--- config.mk ---
export PLATFORM = sky130hd
export DESIGN_NAME = lcd_read_ctrl_flat
export DESIGN_NICKNAME = d
export VERILOG_FILES = /design/src/rtl/lcd_read_if.sv /design/src/rtl/lcd_read_ctrl.sv /design/src/flat_wrapper.sv
export SDC_FILE = /design/constraint.sdc
export NUM_CORES = 1
export LEC_CHECK = 0
export BUFFER_PORTS_ARGS = -buffer_cell sky130_fd_sc_hd__buf_2
export CORE_UTILIZATION = 30
export CTS_CLUSTER_DIAMETER = 80
export DETAILED_ROUTE_END_ITERATION = 10
export GPL_ROUTABILITY_DRIVEN = 0
export PLACE_DENSITY_LB_ADDON = 0.05
export SYNTH_ARGS = -nofsm -noshare
export SYNTH_HDL_FRONTEND = slang
export SYNTH_SLANG_ARGS = --single-unit
--- constraint.sdc ---
create_clock -name clk -period 4.3 [get_ports clk]
set_input_delay 0.43 -clock clk [delete_from_list [all_inputs] [get_ports clk]]
set_output_delay 0.43 -clock clk [all_outputs]
set_load 0.01 [all_outputs]
--- src/rtl/lcd_read_if.sv ---
// Request/response and LCD bus signals of the KS0108 read controller.
// master: requesting logic plus panel/bus owner; slave: lcd_read_ctrl.
interface lcd_read_if;
    logic       req;
    logic       req_type;
    logic [1:0] req_cs;
    logic [2:0] req_page;
    logic [5:0] req_col;
    logic       busy;
    logic       done;
    logic       err;
    logic [7:0] rd_data;
    logic       bus_req;
    logic       bus_gnt;
    logic       lcd_di;
    logic       lcd_rw;
    logic       lcd_en;
    logic [1:0] lcd_cs;
    logic [7:0] lcd_data_out;
    logic       lcd_data_oe;
    logic [7:0] lcd_data_in;

    modport master (
        output req, req_type, req_cs, req_page, req_col, bus_gnt, lcd_data_in,
        input  busy, done, err, rd_data, bus_req,
        input  lcd_di, lcd_rw, lcd_en, lcd_cs, lcd_data_out, lcd_data_oe
    );

    modport slave (
        input  req, req_type, req_cs, req_page, req_col, bus_gnt, lcd_data_in,
        output busy, done, err, rd_data, bus_req,
        output lcd_di, lcd_rw, lcd_en, lcd_cs, lcd_data_out, lcd_data_oe
    );
endinterface

--- src/rtl/lcd_read_ctrl.sv ---
// Status / display-data reads on a KS0108-style two-chip panel; all outputs are registered.
// Define BUSY_POLL_EN to poll the busy flag before each instruction write (with timeout).
module lcd_read_ctrl #(
    parameter int unsigned SETUP_CYC   = 1,
    parameter int unsigned EN_HIGH_CYC = 1,
    parameter int unsigned EN_LOW_CYC  = 1
`ifdef BUSY_POLL_EN
    ,
    parameter int unsigned BUSY_TIMEOUT = 255
`endif
) (
    input logic       clk,
    input logic       rst,
    lcd_read_if.slave lcd
);

    typedef enum logic [2:0] {
        StIdle, StErr, StWaitGnt, StSetup, StEnHi, StEnLo, StDone, StAbort
    } state_e;

    typedef enum logic [2:0] {
        StepStat, StepPollPage, StepPage, StepPollCol, StepCol, StepDummy, StepData
    } step_e;

    typedef struct packed {
        logic       busy;
        logic       done;
        logic       err;
        logic       bus_req;
        logic       di;
        logic       rw;
        logic       en;
        logic [1:0] cs;
        logic [7:0] dout;
        logic       oe;
    } out_t;

    localparam logic [15:0] SetupLast = 16'(SETUP_CYC - 1);
    localparam logic [15:0] EnHiLast  = 16'(EN_HIGH_CYC - 1);
    localparam logic [15:0] EnLoLast  = 16'(EN_LOW_CYC - 1);
`ifdef BUSY_POLL_EN
    localparam logic [15:0] PollLast  = 16'(BUSY_TIMEOUT - 1);
    localparam step_e       FirstData = StepPollPage;
    localparam step_e       AfterPage = StepPollCol;
`else
    localparam step_e       FirstData = StepPage;
    localparam step_e       AfterPage = StepCol;
`endif

    state_e      state_q, state_d;
    step_e       step_q, step_d;
    logic [15:0] cnt_q, cnt_d;
    logic [1:0]  cs_q;
    logic [2:0]  page_q;
    logic [5:0]  col_q;
    logic [7:0]  data_q, rd_data_q, instr_byte;
    logic        accept, capture, is_read;
    out_t        out_d, out_q;

    assign is_read = (step_q != StepPage) && (step_q != StepCol);
    // Pad data is taken on the edge that ends the visible enable-high phase.
    assign capture = (state_q == StEnLo) && (cnt_q == '0) && is_read;

    always_comb begin
        instr_byte = 8'h00;
        if (step_q == StepPage) begin
            instr_byte = {5'b10111, page_q};
        end else if (step_q == StepCol) begin
            instr_byte = {2'b01, col_q};
        end
    end

`ifdef BUSY_POLL_EN
    logic [15:0] poll_q, poll_d;
    logic [7:0]  rd_byte;
    assign rd_byte = (cnt_q == '0) ? lcd.lcd_data_in : data_q;

    always_ff @(posedge clk or posedge rst) begin
        if (rst) begin
            poll_q <= '0;
        end else begin
            poll_q <= poll_d;
        end
    end
`endif

    always_comb begin
        state_d = state_q;
        step_d  = step_q;
        cnt_d   = cnt_q;
        accept  = 1'b0;
`ifdef BUSY_POLL_EN
        poll_d  = poll_q;
`endif
        unique case (state_q)
            StIdle: begin
                if (lcd.req && !out_q.busy) begin
                    if (lcd.req_cs == 2'b01 || lcd.req_cs == 2'b10) begin
                        state_d = StWaitGnt;
                        accept  = 1'b1;
                        step_d  = lcd.req_type ? FirstData : StepStat;
`ifdef BUSY_POLL_EN
                        poll_d  = '0;
`endif
                    end else begin
                        state_d = StErr;
                    end
                end
            end
            StWaitGnt: begin
                if (lcd.bus_gnt) begin
                    state_d = StSetup;
                    cnt_d   = '0;
                end
            end
            StSetup: begin
                cnt_d = cnt_q + 16'd1;
                if (cnt_q == SetupLast) begin
                    state_d = StEnHi;
                    cnt_d   = '0;
                end
            end
            StEnHi: begin
                cnt_d = cnt_q + 16'd1;
                if (cnt_q == EnHiLast) begin
                    state_d = StEnLo;
                    cnt_d   = '0;
                end
            end
            StEnLo: begin
                cnt_d = cnt_q + 16'd1;
                if (cnt_q == EnLoLast) begin
                    cnt_d   = '0;
                    state_d = StSetup;
                    unique case (step_q)
                        StepStat, StepData: state_d = StDone;
                        StepPage:           step_d  = AfterPage;
                        StepCol:            step_d  = StepDummy;
                        StepDummy:          step_d  = StepData;
                        default: begin
`ifdef BUSY_POLL_EN
                            if (!rd_byte[7]) begin
                                step_d = (step_q == StepPollPage) ? StepPage : StepCol;
                                poll_d = '0;
                            end else if (poll_q == PollLast) begin
                                state_d = StAbort;
                            end else begin
                                poll_d = poll_q + 16'd1;
                            end
`else
                            state_d = StIdle;
`endif
                        end
                    endcase
                end
            end
            StDone, StErr, StAbort: state_d = StIdle;
            default:                state_d = StIdle;
        endcase
    end

    always_comb begin
        out_d = '0;
        unique case (state_q)
            StWaitGnt: begin
                out_d.busy    = 1'b1;
                out_d.bus_req = 1'b1;
            end
            StSetup, StEnHi, StEnLo: begin
                out_d.busy    = 1'b1;
                out_d.bus_req = 1'b1;
                out_d.cs      = cs_q;
                out_d.en      = (state_q == StEnHi);
                out_d.rw      = is_read;
                out_d.oe      = !is_read;
                out_d.di      = (step_q == StepDummy) || (step_q == StepData);
                out_d.dout    = instr_byte;
            end
            StDone: begin
                out_d.busy    = 1'b1;
                out_d.bus_req = 1'b1;
                out_d.done    = 1'b1;
                out_d.cs      = cs_q;
            end
            StAbort: begin
                out_d.busy    = 1'b1;
                out_d.bus_req = 1'b1;
                out_d.done    = 1'b1;
                out_d.err     = 1'b1;
            end
            StErr: begin
                out_d.done = 1'b1;
                out_d.err  = 1'b1;
            end
            default: out_d = '0;
        endcase
    end

    always_ff @(posedge clk or posedge rst) begin
        if (rst) begin
            state_q   <= StIdle;
            step_q    <= StepStat;
            cnt_q     <= '0;
            cs_q      <= '0;
            page_q    <= '0;
            col_q     <= '0;
            data_q    <= '0;
            rd_data_q <= '0;
            out_q     <= '0;
        end else begin
            state_q <= state_d;
            step_q  <= step_d;
            cnt_q   <= cnt_d;
            out_q   <= out_d;
            if (accept) begin
                cs_q   <= lcd.req_cs;
                page_q <= lcd.req_page;
                col_q  <= lcd.req_col;
            end
            if (capture) begin
                data_q <= lcd.lcd_data_in;
            end
            if (state_q == StDone) begin
                rd_data_q <= data_q;
            end
        end
    end

    assign lcd.busy         = out_q.busy;
    assign lcd.done         = out_q.done;
    assign lcd.err          = out_q.err;
    assign lcd.bus_req      = out_q.bus_req;
    assign lcd.lcd_di       = out_q.di;
    assign lcd.lcd_rw       = out_q.rw;
    assign lcd.lcd_en       = out_q.en;
    assign lcd.lcd_cs       = out_q.cs;
    assign lcd.lcd_data_out = out_q.dout;
    assign lcd.lcd_data_oe  = out_q.oe;
    assign lcd.rd_data      = rd_data_q;

endmodule

--- src/flat_wrapper.sv ---
// flat-port wrapper written by rule: the top's interface ports become plain ports
module lcd_read_ctrl_flat 
#(
    parameter int unsigned SETUP_CYC   = 1,
    parameter int unsigned EN_HIGH_CYC = 1,
    parameter int unsigned EN_LOW_CYC  = 1

)
  (clk, rst, lcd_req, lcd_req_type, lcd_req_cs, lcd_req_page, lcd_req_col, lcd_bus_gnt, lcd_lcd_data_in, lcd_busy, lcd_done, lcd_err, lcd_rd_data, lcd_bus_req, lcd_lcd_di, lcd_lcd_rw, lcd_lcd_en, lcd_lcd_cs, lcd_lcd_data_out, lcd_lcd_data_oe);
  lcd_read_if lcd_i ();
  input logic clk;
  input logic rst;
  input wire logic [$bits(lcd_i.req)-1:0] lcd_req;
  input wire logic [$bits(lcd_i.req_type)-1:0] lcd_req_type;
  input wire logic [$bits(lcd_i.req_cs)-1:0] lcd_req_cs;
  input wire logic [$bits(lcd_i.req_page)-1:0] lcd_req_page;
  input wire logic [$bits(lcd_i.req_col)-1:0] lcd_req_col;
  input wire logic [$bits(lcd_i.bus_gnt)-1:0] lcd_bus_gnt;
  input wire logic [$bits(lcd_i.lcd_data_in)-1:0] lcd_lcd_data_in;
  output wire logic [$bits(lcd_i.busy)-1:0] lcd_busy;
  output wire logic [$bits(lcd_i.done)-1:0] lcd_done;
  output wire logic [$bits(lcd_i.err)-1:0] lcd_err;
  output wire logic [$bits(lcd_i.rd_data)-1:0] lcd_rd_data;
  output wire logic [$bits(lcd_i.bus_req)-1:0] lcd_bus_req;
  output wire logic [$bits(lcd_i.lcd_di)-1:0] lcd_lcd_di;
  output wire logic [$bits(lcd_i.lcd_rw)-1:0] lcd_lcd_rw;
  output wire logic [$bits(lcd_i.lcd_en)-1:0] lcd_lcd_en;
  output wire logic [$bits(lcd_i.lcd_cs)-1:0] lcd_lcd_cs;
  output wire logic [$bits(lcd_i.lcd_data_out)-1:0] lcd_lcd_data_out;
  output wire logic [$bits(lcd_i.lcd_data_oe)-1:0] lcd_lcd_data_oe;
  assign lcd_i.req = lcd_req;
  assign lcd_i.req_type = lcd_req_type;
  assign lcd_i.req_cs = lcd_req_cs;
  assign lcd_i.req_page = lcd_req_page;
  assign lcd_i.req_col = lcd_req_col;
  assign lcd_i.bus_gnt = lcd_bus_gnt;
  assign lcd_i.lcd_data_in = lcd_lcd_data_in;
  assign lcd_busy = lcd_i.busy;
  assign lcd_done = lcd_i.done;
  assign lcd_err = lcd_i.err;
  assign lcd_rd_data = lcd_i.rd_data;
  assign lcd_bus_req = lcd_i.bus_req;
  assign lcd_lcd_di = lcd_i.lcd_di;
  assign lcd_lcd_rw = lcd_i.lcd_rw;
  assign lcd_lcd_en = lcd_i.lcd_en;
  assign lcd_lcd_cs = lcd_i.lcd_cs;
  assign lcd_lcd_data_out = lcd_i.lcd_data_out;
  assign lcd_lcd_data_oe = lcd_i.lcd_data_oe;
  lcd_read_ctrl #(.SETUP_CYC(SETUP_CYC), .EN_HIGH_CYC(EN_HIGH_CYC), .EN_LOW_CYC(EN_LOW_CYC)) u_core (.clk(clk), .rst(rst), .lcd(lcd_i));
endmodule
## Word level (Yosys, flattened, before mapping)

Index checks and enable logic that the tools add are counted.

| word-level totals | value |
|---|---|
| register bits after elaboration | 66 |
| input port bits | 24 |
| output and inout bits | 26 |
| word-level logic and storage cells | 91 |

| cells by class | value |
|---|---|
| add/subtract/negate cells | 1 |
| equality and inequality tests | 22 |
| muxes and demuxes | 28 |
| reduce and logical (&&, ||, !) cells | 23 |

Operators by type and width:

| kind | number |
|---|---|
| $mux 16 | 2 |
| $pmux 16 s2 | 1 |
| $mux 3 | 9 |
| $eq 3x3->1 const B | 7 |
| $pmux 3 s6 | 1 |
| $add 16x1->16 const B | 1 |
| $logic_not 16->1 | 1 |
| $pmux 3 s2 | 2 |
| $reduce_and 5->1 | 2 |
| $eq 3x2->1 const B | 3 |
| $mux 9 | 1 |
| $pmux 3 s3 | 1 |
| $reduce_or 3->1 | 3 |
| $mux 8 | 1 |
| $ne 2x1->1 const B | 4 |
| $mux 7 | 1 |
| $logic_not 3->1 | 2 |
| $mux 1 | 6 |
| $mux 2 | 3 |
| $reduce_or 6->1 | 1 |
| $logic_and 1x1->1 | 4 |
| $ne 2x2->1 const B | 2 |
| $ne 4x4->1 const B | 1 |
| $reduce_bool 2->1 | 2 |
| other kinds (10) | 13 |

## Logic depth before layout (Yosys ltp)

| depth | value |
|---|---|
| depth after elaboration | 5 |
| gate-level depth with buffers | 9 |
| mapped depth without buffers | 7 |

## Worst setup path before layout

Ideal clock, no wire load.

| path | value |
|---|---|
| path kind | reg-to-reg |
| start point | reg u_core.cnt_q[0] |
| end point | reg u_core.data_q[0] |
| setup time | 125 ps |
| arrival | 1699 ps |
| data required time | 4175 ps |
| slack | 2476 ps |
| cell stages (with the launch flop) | 9 |
| path buffers | 1 |
| period minus slack after synthesis | 1824 ps |
| cell sequence | dfrtp_1 -> inv_1 -> ha_1 -> nor3b_1 -> and4_1 -> buf_6 -> nand4b_4 -> nor2_8 -> mux2_2 |

| on the way | value |
|---|---|
| cells in the longest elaborated chain, start to end | 3 |

RTL lines:

| item | RTL line | RTL |
|---|---|---|
| from (decl) | lcd_read_ctrl.sv:52 | `logic [15:0] cnt_q, cnt_d;` |
| from (signal assigned) | lcd_read_ctrl.sv:213 | `cnt_q <= cnt_d;` |
| $logic_not 16->1 | lcd_read_ctrl.sv:62 | `assign capture = (state_q == StEnLo) && (cnt_q == '0) && is_read;` |
| $logic_and 1x1->1 (2 in series) | lcd_read_ctrl.sv:62 |  |
| to (signal assigned) | lcd_read_ctrl.sv:221 | `data_q <= lcd.lcd_data_in;` |
| to (decl) | lcd_read_ctrl.sv:56 | `logic [7:0] data_q, rd_data_q, instr_byte;` |

No other way between the ends.
A chain may end at the register's enable or synchronous reset.

## Worst setup path in the final report

| path | value |
|---|---|
| start point | reg u_core.state_q[1] |
| end point | reg u_core.cnt_q[10] |

| on the way | value |
|---|---|
| cells in the longest elaborated chain, start to end | 4 |
| elaborated cells between the ends (all ways) | 9 |
| classes of those cells | eq/ne: 5; mux: 1; reduce/logical: 3 |

RTL lines:

| item | RTL line | RTL |
|---|---|---|
| from (decl) | lcd_read_ctrl.sv:50 | `state_e state_q, state_d;` |
| from (signal assigned) | lcd_read_ctrl.sv:201 | `state_q <= StIdle;` |
| from (signal assigned) | lcd_read_ctrl.sv:211 | `state_q <= state_d;` |
| $eq 3x2->1 / $eq 3x3->1 (equally long branches) | lcd_read_ctrl.sv:95 | `unique case (state_q)` |
| $reduce_or 3->1 (no line) | -- |  |
| $reduce_bool 2->1 (no line) | -- |  |
| $reduce_and 2->1 (no line) | -- |  |

Parallel ways exist; a longest one is shown, timed or not.

==> flow_metrics.py <==
metrics = {
    "timing": {
        "slew_violations": 0,
        "slew_headroom_pct": 40.17,
        "timing.final.hold_violations": 0,
        "worst-slew-pin-transition_ns": 0.8941,
        "timing.setup.tns_ns": 0,
        "skew_ns": 0.009548,
        "max_clock_freq_ghz": 0.4017,
        "setup-violations-final": 0,
        "finalCriticalPeriod_ns": 2.490,
        "finalCritPeriodShare_pct": 57.90,
        "rsz0062_at_grt": "no",
        "finalHoldWorstSlack_ns": 0.1575,
    },
    "routing": {
        "routed_wl_um": 6219,
        "postRouteAntennaNets": 0,
        "vias": 2068,
        "drt_pre_antenna_iters": 4,
        "routed_wire_length_per_instance_um": 14.04,
        "drt_iter0_drc": 65,
        "post-route-drc-count": 0,
        "post_drt_via_cell_ratio": 4.668,
    },
    "global_routing": {
        "antenna_found_initial": 0,
        "maximum_number_of_pins_on_one_net_before_global_route_repair": 40,
        "grt_first_pass_wirelength_um": 10380,
        "grt_pass1_vias": 2076,
        "grt_use_total_pct": 13.43,
        "grt_overflow_total": 0,
    },
    "power": {
        "share_comb_of_total_power_pct": 30.0,
        "power.switching_fraction_pct": 35.36,
        "switching_power_w": 0.0007863,
        "power.share.sequential_pct": 43.3,
        "power.internal_w": 0.001437,
        "irDropWorstVdd_uv": 272.5,
        "clk_pwr_share_pct": 26.7,
        "pwr_density_cell_mw_per_mm2": 625.9,
        "static-leakage-power_nw": 1.727,
    },
    "clocking": {
        "clock_latency_of_the_later_clocked_register_in_the_worst_skew_pair_ns": 0.34,
        "clkTransAtPathRegs_ns": 0.08,
        "cts_root_buf": "sky130_fd_sc_hd__clkbuf_8",
        "cts-buffers-inserted": 9,
        "htree_levels": 3,
        "cts.sinks": 66,
        "ctsHoldBuffers": 0,
        "post-cts-setup-buffer-count": 0,
        "number_of_gates_resized_after_cts": 0,
        "cts.path.max_buffers": 2,
        "cts_tree": "built",
    },
    "placed_design": {
        "placement.io_buffers": 49,
        "dp_hpwl_um": 4202,
        "dpl.cell_count": 427,
    },
    "setup_path": {
        "cp_data_required_time_ns": 4.56,
        "worstSetupStartpointType": "flip-flop",
        "timing.setup.critical_path_class": "reg2reg",
        "critPathMaxFanout": 14,
        "worst-endpoint-arrival_ns": 2.75,
        "setup.worst_path.end_class": "flip-flop",
    },
    "logic_synthesis": {
        "count_of_distinct_cell_types_in_the_synthesized_netlist": 48,
        "ys_ff_latch": 66,
        "post_synth_instance_area_mm2": 0.002979,
        "postSynthCellCount": 256,
        "post_synth.cell_area_avg_um2": 11.64,
        "synth-edff-count": 0,
        "synth-async-reset-ratio_pct": 100.0,
        "ys_dominant_reg_cell": "sky130_fd_sc_hd__dfrtp_1",
        "number_of_nets_produced_by_synthesis": 282,
        "synth-seq-area-share_pct": 55.44,
        "yosys_warnings": 0,
    },
    "layout": {
        "layout_common_cells": "sky130_fd_sc_hd__dfrtp_1, sky130_fd_sc_hd__buf_2, sky130_fd_sc_hd__mux2_2",
        "utilization_pct": 36.68,
        "areaGrowthSynthToFinish_pct": 19.24,
        "nFillCells": 1020,
        "post_route_cells_drive_above_1_share_pct": 34.52,
        "finish.cell_count_without_fillers": 443,
        "layout.nets": 331,
        "layout.cells.most_common": "sky130_fd_sc_hd__dfrtp_1",
        "insertedDiodeCount": 0,
    },
    "die": {
        "num_rows": 36,
        "die_w_um": 101.7,
        "floorplan.io_pins": 50,
        "starting_density_of_the_core_pct": 30.76,
        "core_region_area_mm2": 0.009684,
        "design.die.area_mm2": 0.01033,
        "fp.dieH_um": 101.7,
    },
    "run_status": {
        "status": "finished clean",
    },
    "job": {
        "drv.max_cap_violation_count": 0,
    },
    "worst_hold_path": {
        "worst_hold_path_type": "in2async",
    },
}
==> layer usage <==
metal / vias to the layer above / part of all wire (%) / global-route usage (%) / routed length (µm)
met1: 1012 / 48 / 17.98 / 3009
met2: 46 / 47 / 20.27 / 2895
li1: 1004 / - / - / -
met5: - / 0 / 0 / 0
met3: 6 / 3.9 / 3.037 / 244
met4: 0 / 1.1 / 7.023 / 70
==> logic make-up after synthesis <==
logic type | share of synthesized area [%]
AOI/OAI and AO/OA | 10.25
DFF | 55.44
adders and majority gates | 0.8398
xor gates and xnor gates | 2.352
muxes | 10.21
buffers and inverters | 3.318
and+or+nand+nor | 17.60
==> area by class of cell <==
class / instances / area, µm² / area share [%]
clock inverters: 6 / 88.84 / 2.501
clock buffers: 10 / 137.6 / 3.875
repair buffers: 50 / 252.7 / 7.115
multi-input cells: 171 / 1229 / 34.59
well taps: 133 / 166.4 / 4.685
flip-flops and latches: 66 / 1652 / 46.50
inverters: 7 / 26.28 / 0.7397
==> cells in the mapped netlist, types with 2 or more instances <==
library cell                count  area share [%]
sky130_fd_sc_hd__nor3_1         7             1.2
sky130_fd_sc_hd__and4_1         2            0.59
sky130_fd_sc_hd__o21ai_0       10             1.7
sky130_fd_sc_hd__a31oi_1        6             1.3
sky130_fd_sc_hd__ha_1           2            0.84
sky130_fd_sc_hd__a22o_1         3            0.88
sky130_fd_sc_hd__nor4_2         2            0.84
sky130_fd_sc_hd__a21boi_0       3            0.76
sky130_fd_sc_hd__dfrtp_1       66              55
sky130_fd_sc_hd__nor2_1        21             2.6
sky130_fd_sc_hd__buf_6          2            0.76
sky130_fd_sc_hd__nand2_1       17             2.1
sky130_fd_sc_hd__or2_2          2            0.42
sky130_fd_sc_hd__nand3_1        7             1.2
sky130_fd_sc_hd__and3_1         2            0.42
sky130_fd_sc_hd__xor2_1         4             1.2
sky130_fd_sc_hd__nand2b_1       3            0.63
sky130_fd_sc_hd__xnor2_1        4             1.2
sky130_fd_sc_hd__mux2_2        27              10
sky130_fd_sc_hd__buf_2          7             1.2
sky130_fd_sc_hd__o21a_1         3            0.76
sky130_fd_sc_hd__nand4_1        2            0.42
sky130_fd_sc_hd__a21oi_1       10             1.7
sky130_fd_sc_hd__clkbuf_1       2            0.25
sky130_fd_sc_hd__a21o_1         4             1.0
sky130_fd_sc_hd__inv_1          7            0.88
sky130_fd_sc_hd__nand3b_1       3            0.76
sky130_fd_sc_hd__or3_1          3            0.63
sky130_fd_sc_hd__o2bb2ai_1      2            0.59
sky130_fd_sc_hd__or2_1          2            0.42
sky130_fd_sc_hd__nor4_1         4            0.84
==> worst max-delay path: stages, from the launching register on <==
cell	delay (ns)
sky130_fd_sc_hd__dfrtp_1	0.50
sky130_fd_sc_hd__nand2b_1	0.28
sky130_fd_sc_hd__and2_1	0.37
sky130_fd_sc_hd__nor2_1	0.77
sky130_fd_sc_hd__nor2_1	0.28
sky130_fd_sc_hd__o21ai_0	0.22
==> power by group through the flow <==
stage / sequential [W] / clock [W] / combinational [W]
finish: 0.000963 / 0.000593 / 0.000667
global route: 0.000996 / 0.000640 / 0.000751
CTS: 0.000966 / 0.000614 / 0.000682
detailed placement: 0.000977 / 0 / 0.000678
global placement: 0.000973 / 0 / 0.000673
floorplan: 0.000935 / 0 / 0.000544
==> sequential cells by signal, indices dropped and copies added, names as in the netlist, 2 cells and up <==
signal and cells:
u_core.cnt_q 16, u_core.col_q 6, u_core.cs_q 2, u_core.data_q 8
u_core.lcd.lcd_cs 2, u_core.lcd.lcd_data_out 8, u_core.lcd.rd_data 8, u_core.page_q 3
u_core.state_q 3, u_core.step_q 3
==> path summary, 6_finish.rpt <==
path                                                from                                   end  slack, ns  depth (start not counted)
max in group asynchronous                            rst           u_core.cnt_q[5]$_DFFE_PP0P_       3.21                          3
min reg2reg                  u_core.col_q[3]$_DFFE_PP0P_  u_core.lcd.lcd_data_out[3]$_DFF_PP0_       0.48                          1
max reg2reg                u_core.state_q[1]$_DFFE_PP0P_          u_core.cnt_q[10]$_DFFE_PP0P_       1.81                          5
min in group clk                      lcd_lcd_data_in[5]          u_core.data_q[5]$_DFFE_PP0P_       0.32                          2
max                        u_core.state_q[1]$_DFFE_PP0P_          u_core.cnt_q[10]$_DFFE_PP0P_       1.81                          5
min                                                  rst          u_core.data_q[5]$_DFFE_PP0P_       0.16                          2
==> stage by stage <==
stage / setup WS (ns) / instance area, µm² / total power (W)
after detailed placement: 1.797 / 3326 / 0.001655
after global routing: 1.570 / 3552 / 0.002388
after CTS: 1.786 / 3552 / 0.002261
after global placement: 1.918 / 3326 / 0.001646
final: 1.810 / 3552 / 0.002223
after floorplan: 2.215 / 2979 / 0.001479
No activity file was read; power rests on OpenSTA's default activity.
